**config.mk**
```make
export PLATFORM = sky130hd
export DESIGN_NAME = debug_capture
export DESIGN_NICKNAME = d
export VERILOG_FILES = /design/src/rtl/debug_capture.sv
export SDC_FILE = /design/constraint.sdc
export NUM_CORES = 1
export LEC_CHECK = 0
export CAP_MARGIN = 10
export CORE_ASPECT_RATIO = 1.2
export CORE_MARGIN = 10
export CORE_UTILIZATION = 55
export DETAILED_ROUTE_END_ITERATION = 8
export PLACE_DENSITY_LB_ADDON = 0.1
export SYNTH_ARGS = -nofsm -noshare
export SYNTH_HDL_FRONTEND = slang
export SYNTH_SLANG_ARGS = --single-unit
```
**constraint.sdc**
```tcl
create_clock -name clk -period 4.72 [get_ports clk]
set_input_delay 0.944 -clock clk [delete_from_list [all_inputs] [get_ports clk]]
set_output_delay 0.944 -clock clk [all_outputs]
set_load 0.02 [all_outputs]
```
**src/rtl/debug_capture.sv**
```systemverilog
// Debug overlay producer: filters CPU bus writes by address match/mask into a
// small FIFO and, once per frame at the vblank rising edge, latches one hit into o_debug.
module debug_capture #(
    parameter int ADDR_W = 16,
    parameter int DATA_W = 8,
    parameter int DEPTH  = 8
) (
    input  logic              clk,
    input  logic              i_reset_n,
    input  logic              i_wr,
    input  logic [ADDR_W-1:0] i_addr,
    input  logic [DATA_W-1:0] i_data,
    input  logic [ADDR_W-1:0] i_match_addr,
    input  logic [ADDR_W-1:0] i_match_mask,
    input  logic              i_vblank,
    input  logic              i_freeze,
    input  logic              i_clear,
    output logic [63:0]       o_debug,
    output logic [3:0]        o_level,
    output logic              o_overflow
);

    localparam int PW = (DEPTH > 1) ? $clog2(DEPTH) : 1;
    localparam int EW = ADDR_W + DATA_W;

    logic [EW-1:0]     mem_q [DEPTH];
    logic [PW-1:0]     wptr_q, wptr_d, rptr_q, rptr_d;
    logic [3:0]        level_q, level_d;
    logic              wr_q, vb_q, armed_q;
    logic [15:0]       hit_q, hit_d;
    logic [7:0]        frame_q, frame_d;
    logic              overflow_q, overflow_d;
    logic [ADDR_W-1:0] disp_addr_q, disp_addr_d;
    logic [DATA_W-1:0] disp_data_q, disp_data_d;
    logic [DATA_W-1:0] prev_q, prev_d;
    logic [63:0]       debug_q, debug_d;

    logic wr_edge, vb_edge, hit, update, pop, push, full;

    always_comb begin
        // armed_q masks the first cycle after reset so a level already high is absorbed, not seen as an edge
        wr_edge     = armed_q & i_wr & ~wr_q;
        vb_edge     = armed_q & i_vblank & ~vb_q;
        hit         = wr_edge & (((i_addr ^ i_match_addr) & i_match_mask) == '0);
        update      = vb_edge & ~i_freeze;
        pop         = update & (level_q != '0);
        full        = (level_q == 4'(DEPTH));
        push        = hit & (~full | pop);

        wptr_d      = wptr_q;
        rptr_d      = rptr_q;
        level_d     = level_q + {3'b000, push} - {3'b000, pop};
        hit_d       = hit_q;
        frame_d     = frame_q;
        overflow_d  = overflow_q;
        disp_addr_d = disp_addr_q;
        disp_data_d = disp_data_q;
        prev_d      = prev_q;
        debug_d     = debug_q;

        if (push) wptr_d = wptr_q + PW'(1);
        if (hit && hit_q != '1) hit_d = hit_q + 16'd1;
        if (hit && !push) overflow_d = 1'b1;
        if (pop) begin
            rptr_d      = rptr_q + PW'(1);
            disp_addr_d = mem_q[rptr_q][EW-1:DATA_W];
            disp_data_d = mem_q[rptr_q][DATA_W-1:0];
            prev_d      = disp_data_q;
        end
        if (update) begin
            frame_d = frame_q + 8'd1;
            debug_d = {frame_d, hit_d, disp_addr_d, disp_data_d, prev_d,
                       overflow_d, i_freeze, 2'b00, level_d};
        end
    end

    always_ff @(posedge clk) begin
        if (push) mem_q[wptr_q] <= {i_addr, i_data};
    end

    always_ff @(posedge clk) begin
        if (!i_reset_n) begin
            wr_q        <= 1'b0;
            vb_q        <= 1'b0;
            armed_q     <= 1'b0;
            wptr_q      <= '0;
            rptr_q      <= '0;
            level_q     <= '0;
            hit_q       <= '0;
            frame_q     <= '0;
            overflow_q  <= 1'b0;
            disp_addr_q <= '0;
            disp_data_q <= '0;
            prev_q      <= '0;
            debug_q     <= '0;
        end else begin
            wr_q    <= i_wr;
            vb_q    <= i_vblank;
            armed_q <= 1'b1;
            if (i_clear) begin
                wptr_q      <= '0;
                rptr_q      <= '0;
                level_q     <= '0;
                hit_q       <= '0;
                frame_q     <= '0;
                overflow_q  <= 1'b0;
                disp_addr_q <= '0;
                disp_data_q <= '0;
                prev_q      <= '0;
                debug_q     <= '0;
            end else begin
                wptr_q      <= wptr_d;
                rptr_q      <= rptr_d;
                level_q     <= level_d;
                hit_q       <= hit_d;
                frame_q     <= frame_d;
                overflow_q  <= overflow_d;
                disp_addr_q <= disp_addr_d;
                disp_data_q <= disp_data_d;
                prev_q      <= prev_d;
                debug_q     <= debug_d;
            end
        end
    end

    assign o_debug    = debug_q;
    assign o_level    = level_q;
    assign o_overflow = overflow_q;

endmodule

```
==> summary.md <==
| Metric | Value |
|---|---|
| Crit path kind | `input pin to flop` |
| Dpl hpwl | `between 15,000 and 20,000 um` |
| Largest cells by area after synthesis | `edfxtp_1 47%, dfxtp_1 21%, mux4_2 8.8%` |
| # rows | `59` |
| Number of global-route vias before repair | `~7.3k` |
| Drt total wl | `27,000 um` |
| Commonest cells after routing, fill and taps aside | `192 x edfxtp_1, 128 x clkdlybuf4s50_1, 125 x dfxtp_1, 95 x a21oi_1, 70 x o21ai_0` |
| Number of CTS-inserted buffers | `31` |
| Cells along the critical path | `clkdlybuf4s50_1, xor2_1, a22oi_1, nand4_1, or3_1, nand2_1, o21ai_0, ha_1, fa_1, xnor2_1, a211oi_1` |
| Max frequency | `0.274 GHz` |
| Synth Flop Type | `edfxtp_1` |
| Drt first pass iters | `4` |
| WL per Instance | `20.9 um` |
| Yosys warnings | `0` |
| Final Hold Viols | `0` |
| Worst setup EP type | `flop` |
| Postcts setup bufs | `0` |
| Commonest non-fill, non-tap cell in the layout | `edfxtp_1` |
| Antenna-violating nets left | `0` |
| EDFF count, synth | `about 190` |
| VDD IR max | `roughly 280 uV` |
| Largest net degree at the start of global routing | `approximately 110` |
| Clk Latency, worst-skew pair | `550 ps` |
| Setup TNS | `0 ps` |
| Post-CTS sizing | `0` |
| Async SR Flop Fraction | `0%` |
| First-pass GRT wire length | `41,800 um` |
| Fraction of layout cells with a size suffix above 1 | `between 10% and 20%` |
| Tot GR Track Use | `approximately 18%` |
| Initial antenna violation count | `0` |
| Final setup violation count | `0` |
| Die outline width | `157 um` |
| Synthesized area | `around 0.012 sq mm` |
| CTS tree | `built` |
| Clock root buffer | `clkbuf_16` |
| Max-slew headroom at the worst pin | `between 30% and 40%` |
| RSZ-0062 raised after global routing | `no` |
| Clock buffer depth | `3` |
| Starting DRC count in detailed routing | `417` |
| Slowest stage delay, CP | `650 ps` |
| Status | `finished clean` |
| Vias per cell | `5.75` |
| CP Launch Type | `input pin` |
| Syn Area/Cell | `between 10 and 15 sq um` |
| Buffers & Inverters on Critical Path | `1` |
| # Max-Cap Violations | `0` |
| Synth top area share | `about 47%` |
| Dominant cell type by area after synthesis | `edfxtp_1` |
| Clock sink total | `between 300 and 400` |
| Htree depth | `1` |
| CP top delay family | `simple AND/OR/NAND/NOR gates` |
| Worst EP required | `5170 ps` |
| Synthesis-stage register bit count | `319` |
| Hold_buf cts | `0` |
| Mapped Cells | `872` |
| Full die area | `approximately 0.029 sq mm` |
| Nets | `approximately 1.1k` |
| Io pins | `131` |
| Post-Layout Cell Count | `1,297` |
| Worst-path clk slew | `60 ps` |
| Initial Util | `56.4%` |
| Slew @ Worst Pin | `958 ps` |
| Synth-to-layout area growth | `22.4%` |
| Clock skew | `between 10 and 15 ps` |
| Leakage | `4.81 nW` |
| P per Cell Area | `around 370 mW/mm^2` |
| Port bufs | `128` |
| Worst-path fanout max | `9` |
| Via count | `around 7.5k` |
| Sequential area share after synthesis | `between 60% and 70%` |
| GRT Residual Overflow | `0` |
| Final slew viol count | `0` |
| Crit path DAT | `4090 ps` |
| DRC errors left | `0` |
| Final antenna diode count | `0` |
| Final period util | `around 77%` |
| Core area | `roughly 0.022 sq mm` |
| CP max stage cell | `clkdlybuf4s50_1` |
| Crit path time final | `3640 ps` |
| Die height | `184 um` |
| RePlAce Congestion | `a little under 0.8` |
| Netlist cell types | `46` |
| Hold Path Class | `flop to flop` |
| Placed Cells incl. Taps | `1,240` |
[area by class of cell]
cell class / instances / area [sq um]
inverters: 5 / 18.8
fillers: 1572 / 6780
multi-input cells: 493 / 3820
repair buffers: 149 / 1550
well taps: 274 / 343
flip-flops and latches: 319 / 8310
clock inverters: 21 / 230
clock buffers: 36 / 795
[worst register-to-register path, cell delays in order, from the launching register on]
cell and delay, ps:
dfxtp_2 920, buf_4 440, mux4_2 540, mux2i_1 430
a21oi_1 150, a21oi_1 160, nor2_1 50
[registers in the layout (all words and copies together), names as in the netlist, 3 cells and up, named ones only]
name,flops
prev_q,8
hit_q,16
wptr_q,3
mem_q,192
rptr_q,3
disp_data_q,8
o_level,4
disp_addr_q,16
frame_q,8
o_debug,54
[worst paths after layout]
check | slack, ps | from | cells past startpoint | endpoint
max reg2reg | 1880 | flop | 6 | o_debug[32]
max | 1080 | i_addr[7] | 11 | o_debug[2]
min reg2reg | 460 | o_debug[1] | 2 | o_debug[1]
min | 460 | o_debug[1] | 2 | o_debug[1]
[power by group]
group          total, mW  switching (mW)  internal (mW)
Sequential          2.96         0.00350           2.95
Combinational      0.174          0.0979         0.0757
Clock               2.49            1.02           1.47
Total               5.62            1.12           4.50
[metal layers]
metal | vias up | global-route usage [%] | part of all wire, %
met5 | - | 0 | 0
met4 | 0 | 4.69 | 2.1
li1 | 3582 | - | -
met1 | 3637 | 25.1 | 45
met3 | 48 | 3.70 | 6.1
met2 | 189 | 29.9 | 47
[cell families (layout without fill, tap and decap cells)]
group | Yosys count | after routing | share of synthesized area [%]
buf+inv | 61 | 211 | 1.98
mux | 82 | 82 | 11.5
fa+ha+maj | 10 | 10 | 1.08
compound gates | 205 | 205 | 9.10
other cells | 1 | 2 | 0.0304
flops | 319 | 319 | 67.5
simple gates | 161 | 161 | 6.46
xor+xnor | 33 | 33 | 2.35
[Yosys cell counts, drive strengths merged (4+ instances only)]
| master | n |
|---|---|
| a22oi | 7 |
| nand4 | 8 |
| mux2i | 34 |
| and2 | 4 |
| edfxtp | 192 |
| or3 | 10 |
| nand2b | 6 |
| and3 | 5 |
| buf | 14 |
| or4 | 4 |
| xnor2 | 11 |
| a31oi | 10 |
| a211oi | 12 |
| nand2 | 20 |
| nor3 | 7 |
| a21oi | 96 |
| nor2 | 73 |
| inv | 5 |
| mux4 | 48 |
| nand3 | 10 |
| xor2 | 22 |
| clkbuf | 42 |
| ha | 9 |
| nor4 | 7 |
| o21ai | 74 |
| dfxtp | 127 |
[stage by stage]
step / util, % / total power, mW / instance area [sq um] / hold slack (ps) / setup slack [ps]
final: 69.0 / 5.62 / 15100 / 457 / 1080
after global routing: 69.0 / 5.78 / 15100 / 471 / 824
after CTS: 69.0 / 5.66 / 15100 / 462 / 1010
after detailed placement: 64.3 / 3.19 / 14000 / 453 / 446
after global placement: 64.3 / 3.19 / 14000 / 449 / 598
after floorplan: - / 3.08 / 12300 / 456 / 500
Power figures use the tool's default switching activity.
